**src/rtl/write_pixel_if.sv**
```systemverilog
// rtl/write_pixel_if.sv - pixel request handshake between frame sequencer and serializer
interface write_pixel_if;
  logic       valid;
  logic [7:0] red;
  logic [7:0] green;
  logic [7:0] blue;
  logic       busy;

  // Sequencer side: offers a colour, watches busy to know it was taken
  modport master (
    output valid,
    output red,
    output green,
    output blue,
    input  busy
  );

  // Serializer side
  modport slave (
    input  valid,
    input  red,
    input  green,
    input  blue,
    output busy
  );
endinterface

```
**src/rtl/write_pixel.sv**
```systemverilog
// rtl/write_pixel.sv - WS2812 single-pixel GRB serializer with pulse-width bit encoding
module write_pixel #(
  parameter int T0H  = 5,
  parameter int T1H  = 10,
  parameter int TBIT = 15
) (
  input  logic         CLK,
  input  logic         RST_N,
  write_pixel_if.slave pix,
  output logic         dout
);

  localparam int CW = (TBIT > 1) ? $clog2(TBIT) : 1;
  localparam logic [CW-1:0] T0H_C   = CW'(T0H);
  localparam logic [CW-1:0] T1H_C   = CW'(T1H);
  localparam logic [CW-1:0] TLAST_C = CW'(TBIT - 1);

  localparam logic [0:0] IDLE = 1'b0;
  localparam logic [0:0] SEND = 1'b1;

  logic [0:0]    state_q, state_d;
  logic [CW-1:0] cyc_q,   cyc_d;
  logic [4:0]    bit_q,   bit_d;
  logic [23:0]   shift_q, shift_d;

  // Next-state: accept only from IDLE so a lingering valid cannot retrigger mid-pixel
  always_comb begin
    state_d = state_q;
    cyc_d   = cyc_q;
    bit_d   = bit_q;
    shift_d = shift_q;
    case (state_q)
      IDLE: begin
        if (pix.valid) begin
          state_d = SEND;
          shift_d = {pix.green, pix.red, pix.blue};
          bit_d   = 5'd23;
          cyc_d   = '0;
        end
      end
      SEND: begin
        if (cyc_q == TLAST_C) begin
          cyc_d = '0;
          if (bit_q == 5'd0) begin
            state_d = IDLE;
          end else begin
            shift_d = {shift_q[22:0], 1'b0};
            bit_d   = bit_q - 5'd1;
          end
        end else begin
          cyc_d = cyc_q + 1'b1;
        end
      end
      default: state_d = IDLE;
    endcase
  end

  // State registers; reset abandons any partial pixel
  always_ff @(posedge CLK or negedge RST_N) begin
    if (!RST_N) begin
      state_q <= IDLE;
      cyc_q   <= '0;
      bit_q   <= '0;
      shift_q <= '0;
    end else begin
      state_q <= state_d;
      cyc_q   <= cyc_d;
      bit_q   <= bit_d;
      shift_q <= shift_d;
    end
  end

  // Outputs decode straight from registers so reset clears them without waiting for a clock
  always_comb begin
    pix.busy = (state_q == SEND);
    dout     = (state_q == SEND) && (cyc_q < (shift_q[23] ? T1H_C : T0H_C));
  end

endmodule

```
**src/flat_wrapper.sv**
```systemverilog
// flat-port wrapper written by rule: the top's interface ports become plain ports
module write_pixel_flat 
#(
  parameter int T0H  = 5,
  parameter int T1H  = 10,
  parameter int TBIT = 15
)
  (CLK, RST_N, dout, pix_valid, pix_red, pix_green, pix_blue, pix_busy);
  write_pixel_if pix_i ();
  input  logic CLK;
  input  logic RST_N;
  output logic dout;
  input wire logic [$bits(pix_i.valid)-1:0] pix_valid;
  input wire logic [$bits(pix_i.red)-1:0] pix_red;
  input wire logic [$bits(pix_i.green)-1:0] pix_green;
  input wire logic [$bits(pix_i.blue)-1:0] pix_blue;
  output wire logic [$bits(pix_i.busy)-1:0] pix_busy;
  assign pix_i.valid = pix_valid;
  assign pix_i.red = pix_red;
  assign pix_i.green = pix_green;
  assign pix_i.blue = pix_blue;
  assign pix_busy = pix_i.busy;
  write_pixel #(.T0H(T0H), .T1H(T1H), .TBIT(TBIT)) u_core (.CLK(CLK), .RST_N(RST_N), .pix(pix_i), .dout(dout));
endmodule
```
**config.mk**
```make
export PLATFORM = sky130hd
export DESIGN_NAME = write_pixel_flat
export DESIGN_NICKNAME = d
export VERILOG_FILES = /design/src/rtl/write_pixel_if.sv /design/src/rtl/write_pixel.sv /design/src/flat_wrapper.sv
export SDC_FILE = /design/constraint.sdc
export NUM_CORES = 1
export LEC_CHECK = 0
export CAP_MARGIN = 20
export CORE_MARGIN = 2
export CORE_UTILIZATION = 55
export CTS_CLUSTER_DIAMETER = 200
export DETAILED_ROUTE_END_ITERATION = 8
export DONT_BUFFER_PORTS = 1
export PLACE_DENSITY = 0.7
export SYNTH_ARGS = -nofsm -noshare
export SYNTH_HDL_FRONTEND = slang
export SYNTH_SLANG_ARGS = --single-unit
```
**constraint.sdc**
```tcl
create_clock -name CLK -period 3.3 [get_ports CLK]
set_clock_uncertainty 0.2 [all_clocks]
set_input_delay 0.66 -clock CLK [delete_from_list [all_inputs] [get_ports CLK]]
set_output_delay 0.66 -clock CLK [all_outputs]
set_load 0.01 [all_outputs]
```
Word level (Yosys, flattened, before mapping)
Index checks and enable logic that the tools add are counted.
W data, S select, Z words.
- bits in registers: 34
- latch bits: 0
- memory bits (writable): 0
- memory bits (read-only): 0
- input port bits: 27
- output and inout bits: 2
- memories kept: 0
- add/subtract/negate cells: 2
- multiply operators: 0
- div/mod/pow operators: 0
- magnitude comparators: 1
- eq/ne operators: 4
- shifts and indexed selects: 0
- mux-type cells: 16
- bitwise gates (word level): 1
- reduce and logical (&&, ||, !) cells: 3
- operators with widths (kind ; count):
    $mux W24 ; 3
    $pmux W24 S2 ; 1
    $mux W5 ; 3
    $mux W4 ; 3
    $pmux W5 S2 ; 1
    $pmux W4 S2 ; 1
    $ne A2 B2 Y1 const B ; 3
    $logic_not A5 Y1 ; 1
    $sub A5 B1 Y5 const B ; 1
    $add A4 B1 Y4 const B ; 1
    $eq A4 B4 Y1 const B ; 1
    $lt A4 B4 Y1 ; 1
    $mux W1 ; 3
    $reduce_and A3 Y1 ; 1
    $pmux W1 S2 ; 1
    $logic_and A1 B1 Y1 ; 1
    $not A1 Y1 ; 1

Depth between registers and ports, before layout
Gate-level depths: netlist of the first run.
- word-level depth: 4
- gate-level depth with buffers: 6

Worst setup path before layout of the first run
Ideal clock, no wire load.
- path type: flip-flop to flip-flop
- from: register u_core.cyc_q[0]
- to: register u_core.shift_q[0]
- library setup time: 0.127 ns
- arrival: 1.631 ns
- required time: 2.973 ns
- path slack: 1.341 ns
- cell stages (with the launch flop): 7
- path buffers: 1
- cell sequence: dfrtp_1 > inv_1 > ha_1 > nand4_1 > a22oi_4 > buf_6 > mux2_1
- longest elaborated chain between the ends: 3
- RTL lines (item ; RTL line ; text):
    from (decl) ; write_pixel.sv:22 ; logic [CW-1:0] cyc_q, cyc_d;
    from (signal assigned) ; write_pixel.sv:67 ; cyc_q <= cyc_d;
    $eq A4 B4 Y1 ; write_pixel.sv:42 ; if (cyc_q == TLAST_C) begin
    $ne A2 B2 Y1 (no line) ; n/a ;
    $reduce_and A3 Y1 (no line) ; n/a ;
    to (signal assigned) ; write_pixel.sv:69 ; shift_q <= shift_d;
    to (decl) ; write_pixel.sv:24 ; logic [23:0] shift_q, shift_d;
No other way between the ends.
A chain may end at the register's enable or synchronous reset.

Worst setup path in the final report of the first run
- from: register u_core.state_q, in the netlist u_core.pix.busy
- to: output port dout
- longest elaborated chain between the ends: 1
- RTL lines (item ; RTL line ; text):
    from (decl) ; write_pixel.sv:21 ; logic [0:0] state_q, state_d;
    from (signal assigned) ; write_pixel.sv:66 ; state_q <= state_d;
    $logic_and A1 B1 Y1 ; write_pixel.sv:76 ; dout = (state_q == SEND) && (cyc_q < (shift_q[23] ? T1H_C : T0H_C));
    to (decl) ; flat_wrapper.sv:12 ; output logic dout;
No other way between the ends.

==> metrics.csv, run 1 <==
stage,metric,value,unit
cells_and_area,fin cells,194,
drt,First-pass DRT Iterations,4,
floorplan,die height,61.7,microns
clock_tree,clk_lat worst skew,0.33,ns
grt,M2 GR Usage,29.9,%
grt,global-route wire length before repair,4810,microns
cells_and_area,n_diodes,0,
floorplan,Core Box Area,0.00310,sq mm
yosys,synth top area cells,"dfrtp_1 (46%), mux2_2 (18%), mux2_1 (11%), ha_1 (4.1%), mux2i_1 (2.2%)",
worst_setup_path,CP Data Arrival Time,1.68,ns
place,placed inst area,0.00186,sq mm
yosys,post-synthesis cell type count,33,
yosys,Yosys warning count,0,
floorplan,io pins,29,
cells_and_area,"commonest non-fill, non-tap cell in the layout",dfrtp_1,
worst_setup_path,CP Capture Type,output port,
clock_tree,# clock sinks,34,
floorplan,die footprint,0.00381,sq mm
worst_setup_path,CP Launch Type,register,
grt,initial antenna violation count,0,
drt,Detailed Route WL,2960,microns
yosys,Post-synth EDFFs,0,
place,number of port buffers,0,
timing,setup tns final,0,ns
place,post-DP HPWL,2090,microns
drt,drc violations,0,
yosys,cells after synthesis,145,
floorplan,die width,61.7,microns
worst_setup_path,worst r2r path cells,5,
cells_and_area,register area,851,sq um
timing,RSZ-0062 raised after global routing,false,
yosys,Syn Area/Cell,12.6,sq um
drt,DR vias,1089,
yosys,#FFs+latches synth,34,
grt,global-route track usage on met3,7.66,%
cells_and_area,most frequent cells in the layout,"dfrtp_1 (34), mux2_2 (29), mux2_1 (18)",
floorplan,Starting Density,59.0,%
power,maximum VDD drop,0.374,mV
job,max-capacitance violation count,0,
cells_and_area,"Core Util, Final",62.7,%
drt,Starting DRT DRC Count,27,
clock_tree,Clock Tree Buf Depth,2,
cells_and_area,fill count,279,
clock_tree,clock root buffer,clkbuf_4,
grt,total track usage,17.9,%
worst_setup_path,"Max FO, Critical Path",15,
worst_setup_path,Critical Path RT,2.44,ns
cells_and_area,Finished Cell Area,0.00195,sq mm
clock_tree,CTS Buf Count,5,
place,placed cells,184,
timing,Final Hold Vio Count,0,
timing,Max Fclk,394,MHz
timing,Final Slew Violations,0,
clock_tree,H-tree levels,2,
yosys,main flop type after synthesis,dfrtp_1,
grt,vias in the first global route,1136,
timing,# setup viols final,0,
power,pwr dens,793,mW/mm^2
power,leakage,0.844,nW
clock_tree,CTS tree,built,
clock_tree,"CTS clk-pin slew, worst paths",0.10,ns
worst_hold_path,type of the worst min-delay path,reg2reg,
drt,Avg WL per Cell,15.3,microns
yosys,largest area contributor in the netlist,dfrtp_1,
yosys,sequential share of the synthesized area,46.4,%
cells_and_area,Final nets,182,
worst_setup_path,WS Path Type,reg2out,
place,Placer Congestion,0.783,
timing,Period minus WS final,2.54,ns
yosys,syn nets,178,
drt,Routed Antenna Nets,0,
cells_and_area,Multi-input gate area,913,sq um
timing,Worst Max-Slew Pin Slew,0.852,ns
cells_and_area,area grow syn2layout,6.28,%
cells_and_area,share of cells above drive strength 1,27.3,%
grt,GRT busiest layer,met2,
grt,met1 GRT Util,20.0,%
timing,Rel. slew slack,43.2,%
outcome,outcome,"finished, final reports clean",
yosys,Post-Syn Area,0.00183,sq mm
grt,largest net degree at the start of global routing,35,
worst_hold_path,Worst Hold Depth,1,
grt,GRT overflow,0,
drt,Via density,5.61,
yosys,ys async rst share,100,%
timing,part of the cycle the worst path needs,76.8,%
yosys,share of the synthesized area in the top cell type,46.4,%
floorplan,number of core rows,20,
==> sequential cells by signal, summed over array words and instances, names as in the netlist <==
register / cells
u_core.cyc_q: 4
u_core.bit_q: 5
u_core.pix.busy: 1
u_core.shift_q: 24
==> cells in the mapped netlist (2+ instances only) <==
library cell	number
a21oi_1	2
a31oi_1	3
and3_1	2
buf_2	3
buf_6	2
dfrtp_1	34
ha_1	6
inv_1	6
mux2_1	18
mux2_2	29
mux2i_1	4
nand2_1	5
nand2b_1	3
nand4_1	2
nor2_1	5
nor2b_1	2
o21a_1	2
o21ai_0	2
==> logic make-up (layout without fill, tap and decap cells) <==
group           after synthesis  in the layout  share of synthesized area, %
compound gates               18             18                          7.79
fa+ha+maj                     6              6                          4.10
buf+inv                      13             18                          3.69
flops                        34             34                          46.4
mux                          51             51                          31.1
simple gates                 23             23                          6.90
==> where the power goes <==
part	internal, mW	switching, mW
Clock	0.103	0.135
Combinational	0.330	0.221
Sequential	0.611	0.143
==> final timing paths <==
| path | end | slack, ns | start |
|---|---|---|---|
| setup / recovery | dout | 0.76 | u_core.pix.busy$_DFF_PN0_ |
| hold / removal | u_core.shift_q[15]$_DFFE_PN0P_ | 0.29 | u_core.shift_q[15]$_DFFE_PN0P_ |
| setup reg to reg | u_core.shift_q[14]$_DFFE_PN0P_ | 0.86 | u_core.cyc_q[0]$_DFFE_PN0P_ |
| hold reg to reg | u_core.shift_q[15]$_DFFE_PN0P_ | 0.29 | u_core.shift_q[15]$_DFFE_PN0P_ |
| max in group asynchronous | u_core.shift_q[9]$_DFFE_PN0P_ | 2.16 | RST_N |
| min in group asynchronous | u_core.shift_q[0]$_DFFE_PN0P_ | 0.57 | RST_N |
==> worst max-delay path, stage by stage, from the launching register on <==
cell       delay (ns)
dfrtp_1          0.66
buf_4            0.33
nand2b_1         0.09
nor2_1           0.09
o2bb2ai_1        0.17
==> cell type report <==
| type | count | area share, % |
|---|---|---|
| multi-input cells | 98 | 46.9 |
| flip-flops and latches | 34 | 43.7 |
| clock buffers | 7 | 2.83 |
| well taps | 44 | 2.83 |
| repair buffers | 4 | 2.31 |
| inverters | 6 | 1.16 |
| clock inverters | 1 | 0.257 |
==> layer usage <==
metal	share of wire, %	vias up
met5	0	-
met4	0.81	0
met3	5.2	2
met2	51	24
met1	43	533
li1	-	530
==> timing repair <==
item | 4_1_cts | 5_1_grt
hold buffers | 2 | 0
buffers inserted | 0 | 0
resized for setup | 0 | 0
endpoints found under the hold margin | 34 | 0
setup endpoints to repair | 0 | 0
==> through the flow <==
step           hold slack, ns  power (mW)  setup WS [ns]
6_report                0.291        1.54          0.765
5_1_grt                 0.299        1.69          0.576
4_1_cts                 0.291        1.57          0.728
3_5_place_dp            0.165        1.31          0.857
3_3_place_gp            0.165        1.27          0.936
2_1_floorplan           0.164        1.20           1.34
Power figures use the tool's default switching activity.
==> run 2, diff against run 1 <==
- PLACE_DENSITY: 0.7 -> 0.73
- clock period: 3.3 -> 2.2 ns (I/O delays scaled with it)
==> metrics.csv, run 2 (synthesized netlist as in run 1, its figures left out) <==
stage,metric,value,unit,change
outcome,outcome,"finished, final reports clean",,
worst_setup_path,worst path cell trace,ha_1 > nand2b_1 > nor2_1 > o2bb2ai_1 > buf_4,,
floorplan,die width,61.7,microns,unchanged
clock_tree,clk_lat worst skew,0.33,ns,about the same
worst_setup_path,"Max FO, Critical Path",8,,-7
floorplan,die height,61.7,microns,unchanged
grt,GRT overflow,0,,unchanged
worst_setup_path,CP Launch Type,register,,
clock_tree,CTS tree,built,,
timing,RSZ-0062 raised after global routing,true,,
power,Pint,1.71,mW,+63%
place,post-DP HPWL,2200,microns,+5.1%
timing,Final Hold Vio Count,0,,unchanged
cells_and_area,max FFs per register,24,,unchanged
floorplan,Core Box Area,0.00310,sq mm,unchanged
worst_setup_path,Critical Path RT,1.56,ns,-0.88 ns
place,placed cells,188,,+2.2%
cells_and_area,biggest regs,"u_core.shift_q (24), u_core.bit_q (5), u_core.cyc_q (4)",,
clock_tree,"CTS clk-pin slew, worst paths",0.11,ns,about the same
power,leakage,0.893,nW,+5.7%
clock_tree,CTS Buf Count,5,,unchanged
clock_tree,clock root buffer,clkbuf_4,,
drt,drc violations,0,,unchanged
worst_setup_path,crit path buf inv count,1,,unchanged
drt,First-pass DRT Iterations,4,,unchanged
floorplan,number of core rows,20,,unchanged
cells_and_area,fill count,267,,-4.3%
timing,part of the cycle the worst path needs,98.7,%,
clock_tree,H-tree levels,2,,unchanged
place,Placer Congestion,0.788,,+0.60%
timing,Rel. slew slack,72.7,%,+30 points
floorplan,Starting Density,59.0,%,unchanged
cells_and_area,Final nets,192,,+5.5%
power,maximum VDD drop,0.603,mV,+61%
power,switching fraction of total power,32.2,%,-0.095 points
floorplan,die footprint,0.00381,sq mm,unchanged
worst_setup_path,CP Capture Type,output port,,
grt,total track usage,18.4,%,+0.54 points
power,pwr dens,1220,mW/mm^2,+54%
drt,DR vias,1163,,+6.8%
cells_and_area,"commonest non-fill, non-tap cell in the layout",dfrtp_1,,
timing,# setup viols final,0,,unchanged
drt,Avg WL per Cell,15.3,microns,+0.24%
drt,Routed Antenna Nets,0,,unchanged
grt,largest net degree at the start of global routing,35,,unchanged
worst_setup_path,CP max stage cell,dfrtp_2,,
timing,Period minus WS final,2.17,ns,
grt,vias in the first global route,1260,,+11%
timing,Worst Max-Slew Pin Slew,0.408,ns,-0.444 ns
drt,Starting DRT DRC Count,49,,+81%
power,Comb pwr share,41.5,%,+5.8 points
cells_and_area,"Most flops, register",u_core.shift_q,,
timing,hold slack,0.0994,ns,-0.191 ns
worst_hold_path,type of the worst min-delay path,in2reg,,
place,number of port buffers,0,,unchanged
floorplan,io pins,29,,unchanged
drt,Via density,5.70,,+1.6%
cells_and_area,area grow syn2layout,12.6,%,
worst_setup_path,CP max stage delay,0.48,ns,-0.18 ns
grt,initial antenna violation count,0,,unchanged
cells_and_area,most frequent cells in the layout,"dfrtp_1 (32), mux2_2 (29), mux2_1 (18)",,
clock_tree,Clock Tree Buf Depth,2,,unchanged
job,max-capacitance violation count,0,,unchanged
worst_setup_path,CP Data Arrival Time,1.53,ns,-0.15 ns
cells_and_area,n_diodes,0,,unchanged
clock_tree,# clock sinks,34,,unchanged
power,clock power share,14.0,%,-1.4 points
timing,Final Slew Violations,0,,unchanged
power,overall power,2.52,mW,+63%
power,sequential share of power,44.5,%,-4.4 points
grt,global-route wire length before repair,5070,microns,+5.4%
power,switching power,0.812,mW,+63%
worst_setup_path,WS Path Type,reg2out,,
timing,Max Fclk,460,MHz,
cells_and_area,fin cells,204,,+5.2%
drt,Detailed Route WL,3120,microns,+5.4%
worst_setup_path,Crit path max-delay family,flip-flops,,
cells_and_area,share of cells above drive strength 1,35.0,%,+7.7 points
[run 2: layer usage]
layer / track usage [%] / vias to the layer above / routed length [microns] / share of wire (%)
li1: - / 556 / - / -
met1: 20.1 / 567 / 1300 / 42
met2: 33.2 / 32 / 1600 / 51
met3: 4.55 / 8 / 149 / 4.8
met4: 9.12 / 0 / 63 / 2.0
met5: 0 / - / 0 / 0
[run 2: path summary, 6_finish.rpt]
| check | from | endpoint | slack [ns] | cells past startpoint |
|---|---|---|---|---|
| max | u_core.cyc_q[3]$_DFFE_PN0P_ | dout | 0.03 | 5 |
| min | pix_valid | u_core.cyc_q[0]$_DFFE_PN0P_ | 0.1 | 2 |
| max reg2reg | u_core.cyc_q[1]$_DFFE_PN0P_ | u_core.shift_q[12]$_DFFE_PN0P_ | 0.12 | 6 |
| min reg2reg | u_core.shift_q[4]$_DFFE_PN0P_ | u_core.shift_q[4]$_DFFE_PN0P_ | 0.29 | 1 |
| max in group asynchronous | RST_N | u_core.bit_q[0]$_DFFE_PN0P_ | 1.27 | 2 |
| min in group asynchronous | RST_N | u_core.shift_q[1]$_DFFE_PN0P_ | 0.34 | 2 |
[run 2: area by class of cell]
type	instances	area (sq um)	area share [%]
Timing Repair Buffer	14	133	6.43
Tap cell	44	55.1	2.67
Inverter	6	22.5	1.09
Clock inverter	1	5.00	0.243
Sequential cell	34	853	41.4
Multi-Input combinational cell	98	938	45.5
Clock buffer	7	55.1	2.67
[run 2: power by group through the flow]
| stage | registers, mW | logic, mW | clock network (mW) |
|---|---|---|---|
| floorplan | 1.06 | 0.744 | 0 |
| CTS | 1.11 | 0.988 | 0.364 |
| finish | 1.12 | 1.04 | 0.353 |
| global placement | 1.11 | 0.848 | 0 |
| global route | 1.15 | 1.18 | 0.392 |
| detailed placement | 1.13 | 0.904 | 0 |
[run 2: timing repair]
action | CTS | global route
buffers inserted | 3 | 3
gates resized for setup | 2 | 5
hold buffers | 2 | 0
endpoints found under the setup margin | 1 | 15
endpoints found under the hold margin | 34 | 0
pin swaps | 0 | 4
[run 2: worst reg2reg max path, cell delays in order (launching register included)]
cell	delay, ns
dfrtp_1	0.43
buf_4	0.16
ha_4	0.15
nand4_1	0.18
a22oi_4	0.28
buf_12	0.21
mux2_2	0.35
[run 2: stage by stage]
step	area, sq um	utilization, %	setup slack [ns]	setup TNS, ns
2_1_floorplan	1830	-	0.241	0
3_3_place_gp	1900	61.2	0.223	0
3_5_place_dp	1900	61.2	0.140	0
4_1_cts	2010	64.8	0.00523	0
5_1_grt	2060	66.5	-0.0583	-0.0583
6_report	2060	66.5	0.0280	0
